## config.mk

```make
export PLATFORM = sky130hd
export DESIGN_NAME = oai211_bist
export DESIGN_NICKNAME = d
export VERILOG_FILES = /design/src/rtl/oai211_bist.sv
export SDC_FILE = /design/constraint.sdc
export NUM_CORES = 1
export LEC_CHECK = 0
export ABC_AREA = 1
export ABC_CLOCK_PERIOD_IN_PS = 8100
export CAP_MARGIN = 30
export CORE_MARGIN = 5
export CORE_UTILIZATION = 55
export CTS_BUF_LIST = sky130_fd_sc_hd__clkbuf_4 sky130_fd_sc_hd__clkbuf_8 sky130_fd_sc_hd__clkbuf_16
export DETAILED_ROUTE_END_ITERATION = 16
export PLACE_DENSITY = 0.89
export RECOVER_POWER = 100
export REMOVE_ABC_BUFFERS = 1
export SYNTH_ARGS = -nofsm -noshare
export SYNTH_HDL_FRONTEND = slang
export SYNTH_SLANG_ARGS = --single-unit
```

## constraint.sdc

```tcl
create_clock -name CLK -period 8.1 [get_ports CLK]
set_input_delay 0.81 -clock CLK [delete_from_list [all_inputs] [get_ports CLK]]
set_output_delay 0.81 -clock CLK [all_outputs]
set_load 0.005 [all_outputs]
```

## src/rtl/oai211_bist.sv

```systemverilog
// Built-in self-test sequencer for a bank of CH external OAI211 cells.
// Walks all 16 input vectors, checks every ZN against ~((A1|A2)&B&C), and reports results.
module oai211_bist #(
  parameter int CH     = 4,
  parameter int SETTLE = 2,
  parameter int ERRW   = 8
) (
  input  logic            CLK,
  input  logic            RST,
  input  logic            START,
  output logic [CH-1:0]   A1,
  output logic [CH-1:0]   A2,
  output logic [CH-1:0]   B,
  output logic [CH-1:0]   C,
  input  logic [CH-1:0]   ZN,
  output logic            BUSY,
  output logic            DONE,
  output logic            PASS,
  output logic [ERRW-1:0] ERR_CNT,
  output logic [CH-1:0]   FAIL_MASK
);

  // Accumulator is wide enough that neither the running count nor one popcount can wrap it.
  localparam int SW = ((ERRW > CH) ? ERRW : CH) + 1;
  localparam logic [SW-1:0] ERR_MAX = {{(SW-ERRW){1'b0}}, {ERRW{1'b1}}};

  typedef enum logic [2:0] {stIdle, stApply, stWait, stCheck, stDone} state_t;

  state_t          state, stateNext;
  logic [3:0]      vec, vecNext;
  logic [3:0]      waitCnt, waitNext;
  logic [3:0]      chanVec [CH];
  logic [CH-1:0]   a1Next, a2Next, bNext, cNext;
  logic [CH-1:0]   golden, mismatch, maskNext;
  logic [CH-1:0]   popCnt;
  logic [SW-1:0]   errSum;
  logic [ERRW-1:0] errNext;
  logic            busyNext, doneNext, passNext;

  // Golden response is taken from the held stimulus registers, so it always matches what the cells see.
  always_comb begin
    golden   = ~((A1 | A2) & B & C);
    mismatch = ZN ^ golden;
    popCnt   = '0;
    for (int k = 0; k < CH; k++) begin
      popCnt = popCnt + CH'(mismatch[k]);
      chanVec[k] = vec + 4'(k);
    end
    errSum = SW'(ERR_CNT) + SW'(popCnt);
  end

  always_comb begin
    stateNext = state;
    vecNext   = vec;
    waitNext  = waitCnt;
    a1Next    = A1;
    a2Next    = A2;
    bNext     = B;
    cNext     = C;
    errNext   = ERR_CNT;
    maskNext  = FAIL_MASK;
    case (state)
      stIdle, stDone: begin
        if (START) begin
          stateNext = stApply;
          vecNext   = '0;
          errNext   = '0;
          maskNext  = '0;
        end
      end
      stApply: begin
        for (int k = 0; k < CH; k++) begin
          a1Next[k] = chanVec[k][0];
          a2Next[k] = chanVec[k][1];
          bNext[k]  = chanVec[k][2];
          cNext[k]  = chanVec[k][3];
        end
        if (SETTLE == 0) begin
          stateNext = stCheck;
        end else begin
          stateNext = stWait;
          waitNext  = 4'(SETTLE - 1);
        end
      end
      stWait: begin
        if (waitCnt == '0) begin
          stateNext = stCheck;
        end else begin
          waitNext = waitCnt - 4'd1;
        end
      end
      stCheck: begin
        maskNext = FAIL_MASK | mismatch;
        errNext  = (errSum > ERR_MAX) ? ERR_MAX[ERRW-1:0] : errSum[ERRW-1:0];
        if (vec == 4'd15) begin
          stateNext = stDone;
          a1Next    = '0;
          a2Next    = '0;
          bNext     = '0;
          cNext     = '0;
        end else begin
          stateNext = stApply;
          vecNext   = vec + 4'd1;
        end
      end
      default: stateNext = stIdle;
    endcase
    busyNext = (stateNext == stApply) || (stateNext == stWait) || (stateNext == stCheck);
    doneNext = (stateNext == stDone);
    passNext = doneNext && (errNext == '0);
  end

  always_ff @(posedge CLK) begin
    if (RST) begin
      state     <= stIdle;
      vec       <= '0;
      waitCnt   <= '0;
      A1        <= '0;
      A2        <= '0;
      B         <= '0;
      C         <= '0;
      BUSY      <= 1'b0;
      DONE      <= 1'b0;
      PASS      <= 1'b0;
      ERR_CNT   <= '0;
      FAIL_MASK <= '0;
    end else begin
      state     <= stateNext;
      vec       <= vecNext;
      waitCnt   <= waitNext;
      A1        <= a1Next;
      A2        <= a2Next;
      B         <= bNext;
      C         <= cNext;
      BUSY      <= busyNext;
      DONE      <= doneNext;
      PASS      <= passNext;
      ERR_CNT   <= errNext;
      FAIL_MASK <= maskNext;
    end
  end

endmodule

```

==> flow_summary.json <==
{
  "post_synth.cell_area_avg_um2": 6.95,
  "finish.cell_count_without_fillers": 380,
  "post-route-drc-count": 0,
  "overflow": 0,
  "synthesis.area_mm2": 0.00203,
  "netlist-cell-type-count": 31,
  "setup-violations-final": 0,
  "finalClockSkew_ns": 0.00243,
  "hp-class": "reg2reg",
  "timing.critical_path.from_type": "primary input",
  "fp.dieArea_mm2": 0.00500,
  "timing.critical_path.mode_cell": "sky130_fd_sc_hd__nand2_1",
  "die_width_um": 70.7,
  "count_of_inserted_antenna_diode_cells": 0,
  "gpl.final_weighted_congestion": 0.936,
  "library_cell_contributing_the_largest_single_delay_on_the_critical_path": "sky130_fd_sc_hd__dlygate4sd3_1",
  "cts_made_buffers": 5,
  "post-dp-hpwl_um": 3460,
  "cts_root_buffer": "sky130_fd_sc_hd__clkbuf_8",
  "finalWorstPathRequiredPeriod_ns": 3.68,
  "routed_via_density": 5.19,
  "simple_logic_cell_fraction_of_the_synthesized_area_pct": 29.0,
  "first_global_vias": 1919,
  "synth_edf_count": 0,
  "critPathCaptureType": "flip-flop",
  "cap_viol_max_count": 0,
  "synth_xor_xnor_area_share_pct": 2.59,
  "vias": 1974,
  "netlist.top_cell.by_area": "sky130_fd_sc_hd__dfxtp_1",
  "wirelength_um": 4600,
  "cp_cell_sequence": "dlygate4sd3_1 > xor2_1 > inv_1 > fa_1 > inv_1 > fa_1 > fa_1 > nand2_1 > nor2_1 > nand2_1 > o21ai_0 > nand2_1 > nand2_1 > nor2_1 > nand3_1 > nor2_1",
  "antenna_found_initial": 0,
  "timing_worst_setup_path_type": "in2reg",
  "critical_path_required_time_ns": 8.32,
  "postCtsSetupRepairBufs": 0,
  "synthMostInstantiatedCell": "sky130_fd_sc_hd__nand2_1",
  "pwr_density_cell_mw_per_mm2": 175,
  "run_status": "completed",
  "die_h_um": 70.7,
  "synth_top_family_by_area": "simple AND/OR/NAND/NOR gates",
  "synthTopCellsByArea": "sky130_fd_sc_hd__dfxtp_1, sky130_fd_sc_hd__nand2_1, sky130_fd_sc_hd__a21oi_1",
  "num-fill-cells": 313,
  "post_synth_mux_area_share_pct": 0,
  "fin_setup_tns_ns": 0,
  "worst_ep_arrival_time_ns": 3.90,
  "final.hold.worst_slack_ns": 0.466,
  "synth_warnings": 0,
  "yosys.area.top_type_share_pct": 39.5,
  "floorplan.io_pins": 38,
  "timing.slew.headroom_pct": 14.1,
  "globalRouteTotalUtil_pct": 19.5,
  "synth_sequential_area_ratio_pct": 39.5,
  "grt_first_pass_wirelength_um": 7990,
  "floorplan.core_area_mm2": 0.00361,
  "final-seq-area_um2": 801,
  "clk_path_buf_depth": 2,
  "clock_sinks": 40,
  "synthesis.instances": 292,
  "grt_start_max_net_pins": 30,
  "synth-async-reset-ratio_pct": 0,
  "hold_buffers": 0,
  "detail_route.iter0.violations": 122,
  "clock_insertion_delay_worst_skew_ns": 0.29,
  "core.rowCount": 22,
  "synth_common_cells": "sky130_fd_sc_hd__nand2_1, sky130_fd_sc_hd__dfxtp_1, sky130_fd_sc_hd__inv_1, sky130_fd_sc_hd__a21oi_1, sky130_fd_sc_hd__nor2_1",
  "critical_path_peak_fanout": 4,
  "drt_first_pass_iters": 4,
  "post-place-cells": 372,
  "synth-main-ff-cell": "sky130_fd_sc_hd__dfxtp_1",
  "critical_path_buffer_and_inverter_count": 3,
  "final_core_util_pct": 70.0,
  "port_buffer_cells": 37,
  "cpPeakStageDelay_ns": 0.54,
  "ys_ff_latch": 40,
  "power_leakage_nw": 1.21,
  "post_synth_fa_ha_maj_area_fraction_pct": 6.66,
  "start_util_pct": 56.3,
  "tightestPinTransition_ns": 1.29,
  "hold_viol_final": 0,
  "clock_tree_from_tritoncts": "done",
  "layout.cell_area.non_filler_mm2": 0.00252,
  "drt.antenna.violating_nets": 0,
  "num-nets-final": 347,
  "period_share_pct": 45.4,
  "complex_gate_fraction_of_the_synthesized_area_pct": 12.8,
  "critPathTopFamily": "adder cells",
  "routedWlPerCell_um": 12.1,
  "placed_area_mm2": 0.00244,
  "max_freq_ghz": 0.272,
  "ir_worst_vdd_v": 0.000140,
  "synthToLayoutAreaGrowth_pct": 24.4,
  "timing.final.max_slew_violations": 0,
  "clk_pin_slew_ns": 0.07,
  "cts_htree_levels": 2,
  "cts-resized-gates": 0,
  "grt_setup_unrepaired": "false",
  "footprint_of_the_multi_input_gates_mm2": 0.00103,
  "post_route_cells_drive_above_1_share_pct": 6.33
}
worst paths after layout:
path	cells past startpoint	startpoint	endpoint	slack [ns]
worst max-delay path	16	ZN[2]	PASS	4.42
worst max register to register	16	A1[2]	PASS	4.85
worst min register to register	2	FAIL_MASK[3]	FAIL_MASK[3]	0.47
worst min-delay path	2	FAIL_MASK[3]	FAIL_MASK[3]	0.47
stage by stage:
stage / setup slack [ns] / power [mW]
after detailed placement: 4.23 / 0.309
final: 4.42 / 0.442
after global routing: 4.21 / 0.468
after floorplan: 4.90 / 0.275
after global placement: 4.32 / 0.306
after CTS: 4.53 / 0.448
cell usage in the layout (no fill, tap or decap), drive strengths merged:
| cell type | count |
|---|---|
| dlygate4sd3 | 34 |
| xnor2 | 2 |
| o211ai | 3 |
| a21oi | 31 |
| nand4 | 1 |
| or2 | 2 |
| clkinv | 3 |
| clkdlybuf4s50 | 3 |
| nor3 | 1 |
| nor3b | 1 |
| clkbuf | 9 |
| nor2 | 27 |
| nand2 | 90 |
| inv | 40 |
| dfxtp | 40 |
| o22ai | 1 |
| o21bai | 1 |
| fa | 3 |
| o2111ai | 1 |
| ha | 6 |
| o21ai | 9 |
| o211a | 1 |
| nand3 | 19 |
| xor2 | 4 |
registers in the layout, summed over array words and instances, names as in the netlist:
name       cells
FAIL_MASK      4
PASS           1
B              4
BUSY           1
ERR_CNT        8
state          3
A2             4
A1             2
waitCnt        4
vec            4
DONE           1
C              4
kinds of logic after synthesis:
kind of cell	after synthesis
adders and majority gates	9
AOI/OAI and AO/OA	47
DFF	40
and+or+nand+nor	141
buffers and inverters	49
xor gates and xnor gates	6
report_power, final:
part | internal, mW | switching, mW | total (mW)
logic | 0.0325 | 0.0525 | 0.0849
clock network | 0.0761 | 0.0637 | 0.140
registers | 0.208 | 0.00903 | 0.217
tightest hold or removal path: cells and delay by family, from the launching register on:
family / cells / cell delay [ns]
simple gates: 1 / 0.06
flops: 1 / 0.31
compound gates: 1 / 0.06
metal layers:
layer / part of all wire [%] / global-route usage, % / vias up
met4: 1.9 / 7.72 / 0
met3: 5.4 / 5.11 / 13
met2: 51 / 34.8 / 46
met5: 0 / 0 / -
li1: - / - / 997
met1: 41 / 21.9 / 918
layout make-up:
| cell class | instances | area share [%] |
|---|---|---|
| Inverter | 43 | 6.44 |
| Clock buffer | 8 | 3.87 |
| Timing Repair Buffer | 38 | 14.8 |
| Tap cell | 48 | 2.38 |
| Multi-Input combinational cell | 203 | 40.8 |
| Sequential cell | 40 | 31.7 |
Note: power is estimated with default switching activity, not from simulation.
